--- src/rtl/id_ex_stage.sv ---
// ID/EX pipeline register with load-use / RAW hazard detection and operand selection.
// Build option: define FORWARD_EN to enable the EX/MEM and MEM/WB operand bypass network.
module id_ex_stage (
    input  logic        clk,
    input  logic        reset,
    input  logic        id_valid,
    input  logic [31:0] id_rd1,
    input  logic [31:0] id_rd2,
    input  logic [31:0] id_imm,
    input  logic [4:0]  id_rs,
    input  logic [4:0]  id_rt,
    input  logic [4:0]  id_dst,
    input  logic [4:0]  id_alu_control,
    input  logic        id_alu_src,
    input  logic        id_reg_write,
    input  logic        id_mem_read,
    input  logic        id_mem_write,
    input  logic        flush,
    input  logic        mem_reg_write,
    input  logic [4:0]  mem_dst,
    input  logic [31:0] mem_result,
    input  logic        wb_reg_write,
    input  logic [4:0]  wb_dst,
    input  logic [31:0] wb_result,
    output logic [31:0] src_a,
    output logic [31:0] src_b,
    output logic [4:0]  ex_alu_control,
    output logic        ex_valid,
    output logic        ex_reg_write,
    output logic        ex_mem_read,
    output logic        ex_mem_write,
    output logic [4:0]  ex_dst,
    output logic [31:0] ex_store_data,
    output logic        stall_id
);

    localparam logic [4:0] ALU_ADD = 5'd0;

    logic        r_valid;
    logic        r_reg_write;
    logic        r_mem_read;
    logic        r_mem_write;
    logic [4:0]  r_dst;
    logic [4:0]  r_alu_control;
    logic        r_alu_src;
    logic [31:0] r_rd1;
    logic [31:0] r_rd2;
    logic [31:0] r_imm;
    logic [4:0]  r_rs;
    logic [4:0]  r_rt;

    logic        w_bubble;
    logic        w_stall;
    logic        w_ex_hit;
    logic [31:0] w_opa;
    logic [31:0] w_opb;

    // Register 0 is hardwired, so it never creates a dependency.
    assign w_ex_hit = (r_dst != 5'd0) && ((r_dst == id_rs) || (r_dst == id_rt));

`ifdef FORWARD_EN
    // Only a load in EX cannot be bypassed in time; everything else forwards.
    assign w_stall = id_valid && r_valid && r_mem_read && w_ex_hit;

    // EX/MEM result is younger than MEM/WB, so it wins.
    assign w_opa = (mem_reg_write && mem_dst == r_rs && r_rs != 5'd0) ? mem_result :
                   (wb_reg_write  && wb_dst  == r_rs && r_rs != 5'd0) ? wb_result  : r_rd1;
    assign w_opb = (mem_reg_write && mem_dst == r_rt && r_rt != 5'd0) ? mem_result :
                   (wb_reg_write  && wb_dst  == r_rt && r_rt != 5'd0) ? wb_result  : r_rd2;
`else
    logic w_mem_hit;
    logic w_unused;

    assign w_mem_hit = (mem_dst != 5'd0) && ((mem_dst == id_rs) || (mem_dst == id_rt));
    // WB writers need no stall: the register file writes before it reads.
    assign w_stall   = id_valid && ((r_valid && r_reg_write && w_ex_hit) ||
                                    (mem_reg_write && w_mem_hit));
    assign w_opa     = r_rd1;
    assign w_opb     = r_rd2;
    assign w_unused  = ^{mem_result, wb_reg_write, wb_dst, wb_result, r_rs, r_rt};
`endif

    assign stall_id = w_stall;
    assign w_bubble = flush || w_stall || !id_valid;

    // NOTE: reset is synchronous and shares the bubble path, so it overrides flush,
    // stall and all id_* inputs; state updates use non-blocking assignments only.
    always_ff @(posedge clk) begin
        if (reset || w_bubble) begin
            r_valid       <= 1'b0;
            r_reg_write   <= 1'b0;
            r_mem_read    <= 1'b0;
            r_mem_write   <= 1'b0;
            r_dst         <= 5'd0;
            r_alu_control <= ALU_ADD;
            r_alu_src     <= 1'b0;
            r_rd1         <= 32'd0;
            r_rd2         <= 32'd0;
            r_imm         <= 32'd0;
            r_rs          <= 5'd0;
            r_rt          <= 5'd0;
        end else begin
            r_valid       <= 1'b1;
            r_reg_write   <= id_reg_write;
            r_mem_read    <= id_mem_read;
            r_mem_write   <= id_mem_write;
            r_dst         <= id_dst;
            r_alu_control <= id_alu_control;
            r_alu_src     <= id_alu_src;
            r_rd1         <= id_rd1;
            r_rd2         <= id_rd2;
            r_imm         <= id_imm;
            r_rs          <= id_rs;
            r_rt          <= id_rt;
        end
    end

    assign src_a          = w_opa;
    assign src_b          = r_alu_src ? r_imm : w_opb;
    assign ex_store_data  = w_opb;
    assign ex_alu_control = r_alu_control;
    assign ex_valid       = r_valid;
    assign ex_reg_write   = r_reg_write;
    assign ex_mem_read    = r_mem_read;
    assign ex_mem_write   = r_mem_write;
    assign ex_dst         = r_dst;

endmodule

--- config.mk ---
export PLATFORM = sky130hd
export DESIGN_NAME = id_ex_stage
export DESIGN_NICKNAME = d
export VERILOG_FILES = /design/src/rtl/id_ex_stage.sv
export SDC_FILE = /design/constraint.sdc
export NUM_CORES = 1
export LEC_CHECK = 0
export CAP_MARGIN = 20
export CORE_AREA = 3 3 119 121
export DETAILED_ROUTE_END_ITERATION = 8
export DIE_AREA = 0 0 122 124
export PLACE_DENSITY = 0.76
export SLEW_MARGIN = 20
export SYNTH_ARGS = -nofsm -noshare
export SYNTH_HDL_FRONTEND = slang
export SYNTH_SLANG_ARGS = --single-unit
--- constraint.sdc ---
create_clock -name clk -period 4.8 [get_ports clk]
set_input_delay 0.48 -clock clk [delete_from_list [all_inputs] [get_ports clk]]
set_output_delay 0.48 -clock clk [all_outputs]
set_load 0.1 [all_outputs]
==> metrics <==
Synth cell types 20; Area Overhead vs Synth 63.83%; vias in the first global route 3,703; crit path cell chain mux2_2 -> clkdlybuf4s50_1; vias per inst 4.842; combinational power share 21.3%; Die Ht 124 um; initial drt markers 165; fin. max-slew vios 0; DR DRC count 0; ANT cells 0; CP Class reg2out; flops & latches, synth 111; startpoint types flop; clock network power share 34.4%; Max Buffers Root-to-Sink 2; Clk Latency, worst-skew pair 340 ps; WP data arrival 2740 ps; post-CTS setup buffers 0; Design Power 2166 uW; Max Cap Viol 0; Post-DRT Antenna Nets 0; Sequential Area 2223 um2; Slew @ Worst Pin 1020 ps; post-synth top area cell dfxtp_1; internal power 1550 uW; crit path max fanout 32; status completed; num rows 42; Multi-input gate area 1947 um2; nature of the critical path endpoint primary output; CTS clock-pin slew for the worst setup and hold paths 70 ps; share of layout cells above drive strength 1 23.64%; post-synthesis sequential area ratio 51.23%; syn_nets 531; fmax 0.3101 GHz; io pins 311; Hold/Removal Path Class in2reg; CTS Buf Count 9; Num Clock Sinks 111; first-pass GRT wire length 19.20 mm; Crit path largest cell delay 1160 ps; Flop pwr share 44.3%; Starting Density 32.89%; gr ovfl total 0; syn avg cell area 13.11 um2; cts repair resizes 0; via count 3,515; die area 15,130 um2; total core area 13,190 um2; Nets 745; placed cell count 710; Root Buffer clkbuf_16; Crit path required time 4320 ps; Pwr Density 304.8 nW/um2; synthesized cell area 4338 um2; post-DP HPWL 8.723 mm; CTS tree yes; H-Tree Level Count 3; Gate Count Post-Synth 331; CP bufs+invs 1; Fin Hold WS 696.2 ps; sw frac 28.44%; total track usage 16.32%; 1st-pass router iterations 5; synth top area cells dfxtp_1 51%, and4bb_2 21%, nor4bb_1 8.3%, mux2_2 8.3%, xor2_1 4.0%; largest net degree at the start of global routing 112; DR WL/cell 17.57 um; Filler Cells Inserted 1,133; initial antenna violation count 0; hold-fix buffers at CTS 0; post-layout min period 3224 ps; final cell count without fillers 726; RSZ-0062 raised after global routing no; Synth Warn # 0; Die W 122 um; fin crit share 67.17%; slew margin rel. 31.78%; Synth top area share 51.23%; clock skew 7.901 ps; Leakage Power 0.002635 uW; crit-path leading delay family buffers and inverters; slowest cell on the critical path clkdlybuf4s50_1; Final Hold Viols 0; VDD IR max 212.0 uV; Setup-failing EPs final 0; GPL Wtd Cong 0.7565; sw power 616.0 uW; IO Port Bufs 240; setup TNS 0 ps; wirelength, routed 12.76 mm
==> per-stage QoR <==
step,worst slack [ps],cell area (um2),util [%]
after floorplan,1623,4338,-
after global placement,1848,6808,51.61
after detailed placement,1828,6808,51.61
after CTS,1510,7107,53.88
after global routing,1404,7107,53.88
final,1576,7107,53.88
==> metal layers <==
metal,wire length [um],vias up,GRT usage [%],share of wire (%)
li1,-,1673,-,-
met1,4848,1693,17.49,38
met2,6527,137,28.69,51
met3,1221,12,6.630,9.6
met4,158,0,6.583,1.2
met5,0,-,0,0
==> area by class of cell <==
cell class / count / share of cell area [%]
Clock buffer: 10 / 3.363
Clock inverter: 6 / 0.8451
Tap cell: 176 / 3.099
Timing Repair Buffer: 243 / 34.01
Multi-Input combinational cell: 180 / 27.39
Sequential cell: 111 / 31.29
==> cell usage after synthesis <==
| cell | n |
|---|---|
| a22oi_1 | 2 |
| and2_1 | 1 |
| and4bb_2 | 74 |
| buf_1 | 3 |
| buf_6 | 2 |
| buf_8 | 1 |
| clkbuf_1 | 28 |
| clkbuf_2 | 6 |
| dfxtp_1 | 111 |
| mux2_2 | 32 |
| nor2_1 | 4 |
| nor2b_1 | 1 |
| nor3_1 | 4 |
| nor3b_1 | 1 |
| nor4bb_1 | 36 |
| o211ai_1 | 1 |
| o21ai_1 | 1 |
| o22ai_2 | 1 |
| or4_1 | 2 |
| xor2_1 | 20 |
==> power by group through the flow <==
stage               Clock (uW)  Combinational (uW)  Sequential, uW
detailed placement           0                 461             982
floorplan                    0                 155            1110
global placement             0                 457             980
finish                     746                 461             959
CTS                        776                 464             960
global route               809                 479             962
==> sequential cells by signal, indices dropped and copies added (netlist names) <==
signal	cells
ex_alu_control	5
ex_dst	5
ex_mem_read	1
ex_mem_write	1
ex_reg_write	1
ex_store_data	32
ex_valid	1
r_alu_src	1
r_imm	32
src_a	32
==> cells by family after synthesis <==
kind of cell | count (synthesis) | share of synthesized area [%]
simple gates | 123 | 31.27
flops | 111 | 51.23
buf+inv | 40 | 4.240
mux | 32 | 8.307
xor+xnor | 20 | 4.038
compound gates | 5 | 0.9228
==> cells in the final DEF (no fill, tap or decap) <==
cell             count
mux2_2              32
and2_1               1
and4bb_2            74
clkinv_2             3
xor2_1              20
clkinvlp_4           2
or4_1                2
dfxtp_1            110
nor2b_4              1
o21ai_1              1
clkdlybuf4s50_1    238
o211ai_1             1
nor2_1               4
clkbuf_16            9
buf_2                1
nor4bb_1            36
clkbuf_8             1
nor3b_1              1
a22oi_1              2
bufinv_16            1
buf_4                4
o22ai_4              1
nor3_1               4
dfxtp_2              1
==> final timing paths <==
path | slack (ps) | start | endpoint | cells after the start
max | 1580 | r_alu_src | src_b[8] | 2
min | 700 | id_alu_src | r_alu_src | 2
max reg2reg | 2520 | ex_dst[2] | ex_store_data[27] | 6
min reg2reg | 1270 | ex_valid | ex_valid | 4
(Power assumes the default switching activity.)
